--- src/rtl/uart_rx_cmd_ctrl_if.sv ---
// Byte-stream and command-handshake bundle for the UART command controller.
// master = the controller (drives the command side), slave = byte source plus consumer.
interface uart_rx_cmd_ctrl_if #(
    parameter int p_ERR_W = 8
);
    logic               i_RX_DATA_VALID;
    logic [7:0]         i_DATA_RX;
    logic               o_PKT_VALID;
    logic               i_PKT_READY;
    logic [7:0]         o_CMD;
    logic [15:0]        o_ARG;
    logic               o_CHK_ERR;
    logic               o_TIMEOUT;
    logic               o_OVERRUN;
    logic [p_ERR_W-1:0] o_ERR_COUNT;

    modport master (
        input  i_RX_DATA_VALID,
        input  i_DATA_RX,
        input  i_PKT_READY,
        output o_PKT_VALID,
        output o_CMD,
        output o_ARG,
        output o_CHK_ERR,
        output o_TIMEOUT,
        output o_OVERRUN,
        output o_ERR_COUNT
    );

    modport slave (
        output i_RX_DATA_VALID,
        output i_DATA_RX,
        output i_PKT_READY,
        input  o_PKT_VALID,
        input  o_CMD,
        input  o_ARG,
        input  o_CHK_ERR,
        input  o_TIMEOUT,
        input  o_OVERRUN,
        input  o_ERR_COUNT
    );
endinterface

--- src/rtl/uart_rx_cmd_ctrl.sv ---
// Frames UART bytes into SYNC/CMD/ARG_HI/ARG_LO/CHK commands with timeout, checksum,
// a one-deep valid/ready output slot and a saturating error counter.
module uart_rx_cmd_ctrl #(
    parameter logic [7:0] p_SYNC_BYTE      = 8'hA5,
    parameter int         c_TIMEOUT_CYCLES = 8680,
    parameter int         p_TMO_W          = 16,
    parameter int         p_ERR_W          = 8
) (
    input  logic                  i_CLK,
    input  logic                  i_RESET_n,
    uart_rx_cmd_ctrl_if.master    bus
);

    typedef enum logic [2:0] {
        s_HUNT,
        s_CMD,
        s_ARG_HI,
        s_ARG_LO,
        s_CHK
    } state_t;

    localparam logic [p_TMO_W-1:0] c_TMO_LAST = p_TMO_W'(c_TIMEOUT_CYCLES - 1);

    state_t               state_q,     state_d;
    logic [p_TMO_W-1:0]   tmo_q,       tmo_d;
    logic [7:0]           cmd_sh_q,    cmd_sh_d;
    logic [7:0]           hi_sh_q,     hi_sh_d;
    logic [7:0]           lo_sh_q,     lo_sh_d;
    logic [7:0]           sum_q,       sum_d;
    logic                 pkt_valid_q, pkt_valid_d;
    logic [7:0]           cmd_q,       cmd_d;
    logic [15:0]          arg_q,       arg_d;
    logic                 chk_err_q,   chk_err_d;
    logic                 timeout_q,   timeout_d;
    logic                 overrun_q,   overrun_d;
    logic [p_ERR_W-1:0]   err_count_q, err_count_d;

    logic       byte_v;
    logic [7:0] din;
    logic       expired;
    logic       slot_free;

    always_comb begin
        byte_v    = bus.i_RX_DATA_VALID;
        din       = bus.i_DATA_RX;
        expired   = (tmo_q == c_TMO_LAST);
        slot_free = !pkt_valid_q || bus.i_PKT_READY;

        state_d     = state_q;
        tmo_d       = tmo_q;
        cmd_sh_d    = cmd_sh_q;
        hi_sh_d     = hi_sh_q;
        lo_sh_d     = lo_sh_q;
        sum_d       = sum_q;
        pkt_valid_d = pkt_valid_q;
        cmd_d       = cmd_q;
        arg_d       = arg_q;
        chk_err_d   = 1'b0;
        timeout_d   = 1'b0;
        overrun_d   = 1'b0;
        err_count_d = err_count_q;

        if (pkt_valid_q && bus.i_PKT_READY) begin
            pkt_valid_d = 1'b0;
        end

        if (state_q != s_HUNT) begin
            tmo_d = tmo_q + 1'b1;
        end

        case (state_q)
            s_HUNT: begin
                if (byte_v && din == p_SYNC_BYTE) begin
                    state_d = s_CMD;
                    tmo_d   = '0;
                end
            end
            s_CMD: begin
                if (byte_v) begin
                    cmd_sh_d = din;
                    sum_d    = din;
                    tmo_d    = '0;
                    state_d  = s_ARG_HI;
                end
            end
            s_ARG_HI: begin
                if (byte_v) begin
                    hi_sh_d = din;
                    sum_d   = sum_q ^ din;
                    tmo_d   = '0;
                    state_d = s_ARG_LO;
                end
            end
            s_ARG_LO: begin
                if (byte_v) begin
                    lo_sh_d = din;
                    sum_d   = sum_q ^ din;
                    tmo_d   = '0;
                    state_d = s_CHK;
                end
            end
            s_CHK: begin
                if (byte_v) begin
                    tmo_d   = '0;
                    state_d = s_HUNT;
                    if (din != sum_q) begin
                        chk_err_d = 1'b1;
                    end else if (slot_free) begin
                        // A slot being drained this cycle can be refilled without a bubble.
                        pkt_valid_d = 1'b1;
                        cmd_d       = cmd_sh_q;
                        arg_d       = {hi_sh_q, lo_sh_q};
                    end else begin
                        overrun_d = 1'b1;
                    end
                end
            end
            default: begin
                state_d = s_HUNT;
            end
        endcase

        // A byte arriving on the expiry cycle takes priority over the timeout.
        if (state_q != s_HUNT && !byte_v && expired) begin
            state_d   = s_HUNT;
            tmo_d     = '0;
            timeout_d = 1'b1;
        end

        if ((chk_err_d || timeout_d || overrun_d) && (err_count_q != '1)) begin
            err_count_d = err_count_q + 1'b1;
        end
    end

    always_ff @(posedge i_CLK) begin
        if (!i_RESET_n) begin
            state_q     <= s_HUNT;
            tmo_q       <= '0;
            cmd_sh_q    <= '0;
            hi_sh_q     <= '0;
            lo_sh_q     <= '0;
            sum_q       <= '0;
            pkt_valid_q <= 1'b0;
            cmd_q       <= '0;
            arg_q       <= '0;
            chk_err_q   <= 1'b0;
            timeout_q   <= 1'b0;
            overrun_q   <= 1'b0;
            err_count_q <= '0;
        end else begin
            state_q     <= state_d;
            tmo_q       <= tmo_d;
            cmd_sh_q    <= cmd_sh_d;
            hi_sh_q     <= hi_sh_d;
            lo_sh_q     <= lo_sh_d;
            sum_q       <= sum_d;
            pkt_valid_q <= pkt_valid_d;
            cmd_q       <= cmd_d;
            arg_q       <= arg_d;
            chk_err_q   <= chk_err_d;
            timeout_q   <= timeout_d;
            overrun_q   <= overrun_d;
            err_count_q <= err_count_d;
        end
    end

    assign bus.o_PKT_VALID = pkt_valid_q;
    assign bus.o_CMD       = cmd_q;
    assign bus.o_ARG       = arg_q;
    assign bus.o_CHK_ERR   = chk_err_q;
    assign bus.o_TIMEOUT   = timeout_q;
    assign bus.o_OVERRUN   = overrun_q;
    assign bus.o_ERR_COUNT = err_count_q;

endmodule

--- src/flat_wrapper.sv ---
// flat-port wrapper written by rule: the top's interface ports become plain ports
module uart_rx_cmd_ctrl_flat 
#(
    parameter logic [7:0] p_SYNC_BYTE      = 8'hA5,
    parameter int         c_TIMEOUT_CYCLES = 8680,
    parameter int         p_TMO_W          = 16,
    parameter int         p_ERR_W          = 8
)
  (i_CLK, i_RESET_n, bus_i_RX_DATA_VALID, bus_i_DATA_RX, bus_i_PKT_READY, bus_o_PKT_VALID, bus_o_CMD, bus_o_ARG, bus_o_CHK_ERR, bus_o_TIMEOUT, bus_o_OVERRUN, bus_o_ERR_COUNT);
  uart_rx_cmd_ctrl_if #(.p_ERR_W(p_ERR_W)) bus_i ();
  input  logic i_CLK;
  input  logic i_RESET_n;
  input wire logic [$bits(bus_i.i_RX_DATA_VALID)-1:0] bus_i_RX_DATA_VALID;
  input wire logic [$bits(bus_i.i_DATA_RX)-1:0] bus_i_DATA_RX;
  input wire logic [$bits(bus_i.i_PKT_READY)-1:0] bus_i_PKT_READY;
  output wire logic [$bits(bus_i.o_PKT_VALID)-1:0] bus_o_PKT_VALID;
  output wire logic [$bits(bus_i.o_CMD)-1:0] bus_o_CMD;
  output wire logic [$bits(bus_i.o_ARG)-1:0] bus_o_ARG;
  output wire logic [$bits(bus_i.o_CHK_ERR)-1:0] bus_o_CHK_ERR;
  output wire logic [$bits(bus_i.o_TIMEOUT)-1:0] bus_o_TIMEOUT;
  output wire logic [$bits(bus_i.o_OVERRUN)-1:0] bus_o_OVERRUN;
  output wire logic [$bits(bus_i.o_ERR_COUNT)-1:0] bus_o_ERR_COUNT;
  assign bus_i.i_RX_DATA_VALID = bus_i_RX_DATA_VALID;
  assign bus_i.i_DATA_RX = bus_i_DATA_RX;
  assign bus_i.i_PKT_READY = bus_i_PKT_READY;
  assign bus_o_PKT_VALID = bus_i.o_PKT_VALID;
  assign bus_o_CMD = bus_i.o_CMD;
  assign bus_o_ARG = bus_i.o_ARG;
  assign bus_o_CHK_ERR = bus_i.o_CHK_ERR;
  assign bus_o_TIMEOUT = bus_i.o_TIMEOUT;
  assign bus_o_OVERRUN = bus_i.o_OVERRUN;
  assign bus_o_ERR_COUNT = bus_i.o_ERR_COUNT;
  uart_rx_cmd_ctrl #(.p_SYNC_BYTE(p_SYNC_BYTE), .c_TIMEOUT_CYCLES(c_TIMEOUT_CYCLES), .p_TMO_W(p_TMO_W), .p_ERR_W(p_ERR_W)) u_core (.i_CLK(i_CLK), .i_RESET_n(i_RESET_n), .bus(bus_i));
endmodule
--- config.mk ---
export PLATFORM = sky130hd
export DESIGN_NAME = uart_rx_cmd_ctrl_flat
export DESIGN_NICKNAME = d
export VERILOG_FILES = /design/src/rtl/uart_rx_cmd_ctrl_if.sv /design/src/rtl/uart_rx_cmd_ctrl.sv /design/src/flat_wrapper.sv
export SDC_FILE = /design/constraint.sdc
export NUM_CORES = 1
export LEC_CHECK = 0
export BUFFER_PORTS_ARGS = -buffer_cell sky130_fd_sc_hd__clkbuf_2
export CAP_MARGIN = 30
export CORE_ASPECT_RATIO = 0.8
export CORE_MARGIN = 1
export CORE_UTILIZATION = 42
export CTS_CLUSTER_DIAMETER = 200
export DETAILED_ROUTE_END_ITERATION = 6
export GPL_TIMING_DRIVEN = 0
export PLACE_DENSITY = 0.61
export SYNTH_ARGS = -nofsm -noshare
export SYNTH_HDL_FRONTEND = slang
export SYNTH_SLANG_ARGS = --single-unit
--- constraint.sdc ---
create_clock -name i_CLK -period 2.4 [get_ports i_CLK]
set_input_delay 0.12 -clock i_CLK [delete_from_list [all_inputs] [get_ports i_CLK]]
set_output_delay 0.12 -clock i_CLK [all_outputs]
set_load 0.05 [all_outputs]
==> results.py, run 1 <==
metrics = {
    "cells_and_area": {
        "final_layout_size_suffix_gt1_share_pct": 15.18,
        "antenna_cells": 0,
        "final_cell_mix": "dfxtp_1, nor2_1, nand2_1, clkbuf_2, mux2i_1",
        "multiInputGateArea_um2": 1813,
        "layout_commonest_cell": "dfxtp_1",
        "area_growth_pct": 15.02,
        "fin_cells": 593,
        "seqCellArea_um2": 1742,
        "final_nets": 490,
        "nFillCells": 831,
    },
    "timing": {
        "finalSetupTns_ps": 0,
        "tightest_slew_ps": 922.3,
        "maxSlewViolCount": 0,
        "fin_crit_ps": 2004,
        "fmax_mhz": 499.0,
        "rsz0062_at_grt": "no",
        "slew-limit-headroom_pct": 38.38,
        "period_share_pct": 83.50,
        "skew_ps": 13.21,
        "finalHoldViolCount": 0,
        "setup_violations": 0,
    },
    "worst_setup_path": {
        "criticalPathCategory": "flop to flop",
        "cp-end-kind": "flop",
        "start_kind": "flop",
        "rrSetupSlack_ps": 400,
        "max_stage_delay_ps": 470,
        "arrival_ps": 2290,
        "rr_worst_depth": 7,
        "r2r-end": "u_core.bus.o_ERR_COUNT[5]",
        "worst_ep_required_time_ps": 2690,
        "cp_slowest_cell": "or4_1",
        "critPathMaxFanout": 5,
        "crit_chain": "ha_1 -> o311a_1 -> nand4b_1 -> o31ai_2 -> a21oi_2 -> or4_1 -> a21oi_1",
        "reg2reg_from": "u_core.tmo_q[0]",
        "startpoint": "u_core.tmo_q[0]",
    },
    "floorplanning": {
        "dieHeight_um": 85.38,
        "std_cell_rows": 30,
        "die-area_um2": 9069,
        "core_um2": 8446,
        "initial_core_util_pct": 43.21,
        "io_pins": 48,
        "die_w_um": 106.2,
    },
    "synth": {
        "syn_area_per_cell_um2": 8.711,
        "seq_area_frac_synth_pct": 47.72,
        "netlist-cell-type-count": 43,
        "yosys.area.top_type_share_pct": 47.72,
        "synth.area.top_cells": "dfxtp_1, mux2i_1, nor2_1",
        "postSynthCellCount": 419,
        "ys.flop_type": "dfxtp_1",
        "yosys_warnings": 0,
        "async_reset_ff_share_pct": 0,
        "ys_seq_elements": 87,
        "syn_nets": 433,
        "synth_edf_count": 0,
        "synth_top_area_cell": "dfxtp_1",
        "netlist_area_um2": 3650,
    },
    "cts": {
        "root_buffer": "clkbuf_8",
        "clkTransAtPathRegs_ps": 90,
        "cts_max_path_buffers": 2,
        "cts-buffers-inserted": 9,
        "htree_levels": 3,
        "cts_tree": "built",
        "holdBufCountCts": 0,
        "postCtsSetupRepairBufs": 0,
        "cts_sinks": 87,
        "cts_resized": 0,
        "insertion_delay_ps": 360,
    },
    "route": {
        "drt_iter0_markers": 195,
        "vias": 3050,
        "wl_per_cell_um": 13.79,
        "viasPerCell": 5.143,
        "drc": 0,
        "wl_met2_um": 3409,
        "wl_met1_um": 4286,
        "topRoutingLayerUsed": "met4",
        "routed_wl_um": 8175,
        "dr_wl_met3_um": 390,
        "antenna_left": 0,
        "dr.pass1.iters": 4,
    },
    "place": {
        "routabilityCongestion": 0.8177,
        "io_buffer_count": 46,
        "placed_cells": 577,
        "hpwl_um": 5859,
    },
    "worst_hold_path": {
        "hold_end": "u_core.bus.o_ERR_COUNT[4]",
        "hp-class": "input pin to flop",
        "hp-start": "i_RESET_n",
        "min_path_cells": 2,
    },
    "global_routing": {
        "grt_pass1_vias": 2694,
        "antenna_found_initial": 0,
        "grt_max_degree": 17,
        "track_usage_pct": 19.07,
        "grt_pass1_wl_um": 13500,
        "overflow": 0,
    },
    "power": {
        "max-vdd-ir-drop_mv": 0.3280,
        "p_leak_nw": 1.740,
        "p_per_area_nw_per_um2": 703.2,
    },
    "status": {
        "outcome": "complete, no violations",
    },
    "flow_run": {
        "cap_violations": 0,
    },
}
## power breakdown
group / internal [mW] / switching, mW
Clock: 0.385 / 0.559
Combinational: 0.166 / 0.281
Sequential: 1.51 / 0.0497
Total: 2.06 / 0.890
## Yosys cell counts (5+ instances only)
master,count
a21oi_1,33
and3_1,5
clkbuf_1,14
dfxtp_1,87
mux2i_1,34
nand2_1,60
nand2b_1,6
nand3_1,7
nand4_1,7
nor2_1,69
nor3_1,10
nor4_1,6
o21ai_1,5
xnor2_1,10
xor2_1,14
## per-stage QoR
step	setup WS (ps)	hold slack (ps)	instance area [µm²]	utilization, %	total power [mW]
6_report	396.0	26.34	4198	49.70	2.952
5_1_grt	188.5	16.01	4198	49.70	3.097
4_1_cts	387.9	18.60	4198	49.70	2.976
3_5_place_dp	373.2	409.0	4020	47.60	2.039
3_3_place_gp	436.4	407.5	4020	47.60	2.031
2_1_floorplan	321.3	237.7	3650	-	1.927
## logic make-up after synthesis
family | count (synthesis) | synth area share (%)
fa+ha+maj | 2 | 0.6855
xor+xnor | 24 | 5.759
simple gates | 193 | 24.92
buf+inv | 23 | 2.605
mux | 34 | 9.325
flops | 87 | 47.72
compound gates | 56 | 8.982
## critical path: cells and delay by family, from the launching register on
family | cells | cell delay (ps)
compound gates | 4 | 700
simple gates | 2 | 660
flops | 1 | 370
fa+ha+maj | 1 | 200
## per-layer routing
| layer | up-vias | track usage [%] |
|---|---|---|
| li1 | 1559 | - |
| met1 | 1420 | 28.10 |
| met2 | 63 | 27.33 |
| met3 | 8 | 5.453 |
| met4 | 0 | 4.167 |
| met5 | - | 0 |
## final cells by class
cell class / count / share of cell area, %
multi-input combinational: 309 / 43.19
timing repair buffer: 46 / 5.484
clock buffer: 9 / 2.951
tap: 112 / 3.338
clock inverter: 7 / 1.282
sequential: 87 / 41.49
buffer: 19 / 1.908
inverter: 4 / 0.3577
## registers in the layout, summed over array words and instances, names as in the netlist, 3 cells and up
register and flops:
u_core.bus.o_ARG 16, u_core.tmo_q 16, u_core.bus.o_CMD 8, u_core.bus.o_ERR_COUNT 8, u_core.cmd_sh_q 8, u_core.hi_sh_q 8, u_core.lo_sh_q 8, u_core.sum_q 8
u_core.state_q 3
## how the worst max path moves through the flow
stage	to	slack, ps	depth (start not counted)
after floorplan	u_core.bus.o_ERR_COUNT[1]	320	8
after global placement	u_core.bus.o_ERR_COUNT[7]	440	7
after detailed placement	u_core.bus.o_CMD[6]	370	7
after CTS	u_core.bus.o_ERR_COUNT[7]	390	7
after global routing	u_core.bus.o_ERR_COUNT[7]	190	7
final	u_core.bus.o_ERR_COUNT[5]	400	7
Note: power is estimated with default switching activity, not from simulation.
==> inputs of run 2 (changes only) <==
- PLACE_DENSITY: 0.61 -> 0.63
- clock period: 2.4 -> 1.8 ns (I/O delays scaled with it)
==> run 2 against run 1 <==
Net effect:
- the flow now finishes with violations (design-rule violations, negative setup slack)
- fmax increased by 5.6%
- register-to-register slack worse by 490 ps
- sequential power up 34%
- core utilization is 3.2 points higher
- design area is 6.5% higher
- power grew 45%
- largest cell class unchanged
==> results.py, run 2 (same netlist as run 1, synthesis figures left out) <==
metrics = {
    "cells_and_area": {
        "antenna_cells": 0,
        "area_growth_pct": 22.45,
        "layout_commonest_cell": "dfxtp_1",
        "final_cell_mix": "dfxtp_1, nor2_1, nand2_1, clkbuf_2, mux2i_1",
        "final_layout_size_suffix_gt1_share_pct": 24.13,
        "nFillCells": 799,
        "final_nets": 498,
    },
    "worst_setup_path": {
        "cp-end-kind": "flop",
        "cp.buffers_inverters": 0,
        "startpoint": "u_core.tmo_q[11]",
        "crit_chain": "nor4_2 -> nand2b_4 -> o31ai_2 -> a21oi_2 -> or4_1 -> a21oi_2",
        "cp_slowest_cell": "or4_1",
        "worst_ep_required_time_ps": 2090,
        "path_common_cell": "a21oi_2",
        "arrival_ps": 2190,
        "start_kind": "flop",
        "cp_top_family": "simple AND/OR/NAND/NOR gates",
        "max_stage_delay_ps": 490,
        "reg2reg_from": "u_core.tmo_q[11]",
        "criticalPathCategory": "flop to flop",
        "critPathMaxFanout": 5,
    },
    "timing": {
        "rsz0062_at_grt": "yes",
        "finalHoldViolCount": 0,
        "period_share_pct": 105.4,
        "timing.hold.ws_ps": 60.50,
        "fin_crit_ps": 1897,
        "maxSlewViolCount": 0,
        "setup_violations": 7,
        "setup_ws_ps": -96.87,
        "fmax_mhz": 527.2,
        "tightest_slew_ps": 601.7,
        "slew-limit-headroom_pct": 59.89,
        "skew_ps": 12.61,
    },
    "global_routing": {
        "grt_pass1_wl_um": 13520,
        "grt_max_degree": 17,
        "track_usage_pct": 19.08,
        "antenna_found_initial": 0,
        "overflow": 0,
        "grt_pass1_vias": 2770,
    },
    "status": {
        "outcome": "complete, but fails checks",
        "violations": "design-rule violations, negative setup slack",
    },
    "floorplanning": {
        "die_w_um": 106.2,
        "std_cell_rows": 30,
        "initial_core_util_pct": 43.21,
        "io_pins": 48,
        "die-area_um2": 9069,
        "core_um2": 8446,
        "dieHeight_um": 85.38,
    },
    "power": {
        "max-vdd-ir-drop_mv": 0.4383,
        "p_per_area_nw_per_um2": 957.3,
        "power_mw": 4.278,
        "p_leak_nw": 1.849,
    },
    "cts": {
        "insertion_delay_ps": 370,
        "root_buffer": "clkbuf_8",
        "cts_sinks": 87,
        "cts_max_path_buffers": 2,
        "htree_levels": 3,
        "cts_tree": "built",
        "clkTransAtPathRegs_ps": 90,
        "cts-buffers-inserted": 9,
    },
    "worst_hold_path": {
        "hp-start": "bus_i_DATA_RX[0]",
        "hp-class": "input pin to flop",
    },
    "route": {
        "wl_per_cell_um": 14.19,
        "drc": 2,
        "drt_iter0_markers": 133,
        "dr.pass1.iters": 6,
        "antenna_left": 0,
        "routed_wl_um": 8531,
        "vias": 3094,
        "viasPerCell": 5.148,
    },
    "place": {
        "hpwl_um": 5914,
        "routabilityCongestion": 0.8214,
        "dpl_worst_slack_ps": -207.1,
        "io_buffer_count": 46,
    },
    "flow_run": {
        "cap_violations": 0,
    },
}
==> run 2: changes by cell type in the layout (fill, tap and decap cells not counted), moves of 5 or more <==
cell	delta
dfxtp_2	+10
clkbuf_1	-6
dfxtp_1	-12
clkbuf_2	+5
buf_4	+9
==> run 2: metal layers <==
layer | GRT usage, % | vias up | routed length (µm)
met5 | 0 | - | 0
met4 | 4.293 | 0 | 90
met1 | 26.25 | 1450 | 4131
met2 | 29.16 | 67 | 3855
li1 | - | 1566 | -
met3 | 6.068 | 11 | 454
==> run 2: what timing repair did <==
action                                 CTS  global route
resized for setup                       16            24
buffers inserted                         4             4
pin swaps                                9             7
endpoints found under the hold margin    1             0
hold buffers                             1             0
setup endpoints to repair               57            61
gates cloned                             0             0
==> run 2: cell type report <==
class | instances | area, µm² | area share [%]
Tap cell | 112 | 140.1 | 3.135
Clock inverter | 7 | 102.6 | 2.296
Inverter | 4 | 15.01 | 0.3359
Buffer | 18 | 91.34 | 2.044
Timing Repair Buffer | 55 | 300.3 | 6.719
Sequential cell | 87 | 1762 | 39.42
Clock buffer | 9 | 123.9 | 2.772
Multi-Input combinational cell | 309 | 1934 | 43.28
==> run 2: worst paths after layout <==
kind | end | slack [ps] | cells past startpoint
max | u_core.bus.o_ERR_COUNT[5] | -100 | 6
min | u_core.lo_sh_q[0] | 60 | 3
max reg2reg | u_core.bus.o_ERR_COUNT[5] | -100 | 6
min reg2reg | u_core.lo_sh_q[3] | 460 | 2
==> run 2: tightest hold or removal path, delay by kind of cell <==
family | cells | cell delay, ps
compound gates | 1 | 50
buf+inv | 1 | 160
simple gates | 1 | 70
==> run 2: through the flow <==
stage	std cells	setup TNS [ps]	util, %	area, µm²
global placement	577	-4485	47.76	4034
floorplan	419	0	-	3664
detailed placement	577	-6108	47.76	4034
finish	601	-264.5	52.92	4469
CTS	598	-408.7	51.66	4363
global route	601	-1741	52.92	4469
==> run 2: where the power goes <==
group	total (mW)	internal, mW	switching [mW]	leakage [nW]
combinational	0.651	0.258	0.393	1.02
sequential	2.09	2.02	0.0734	0.708
clock	1.54	0.801	0.737	0.116
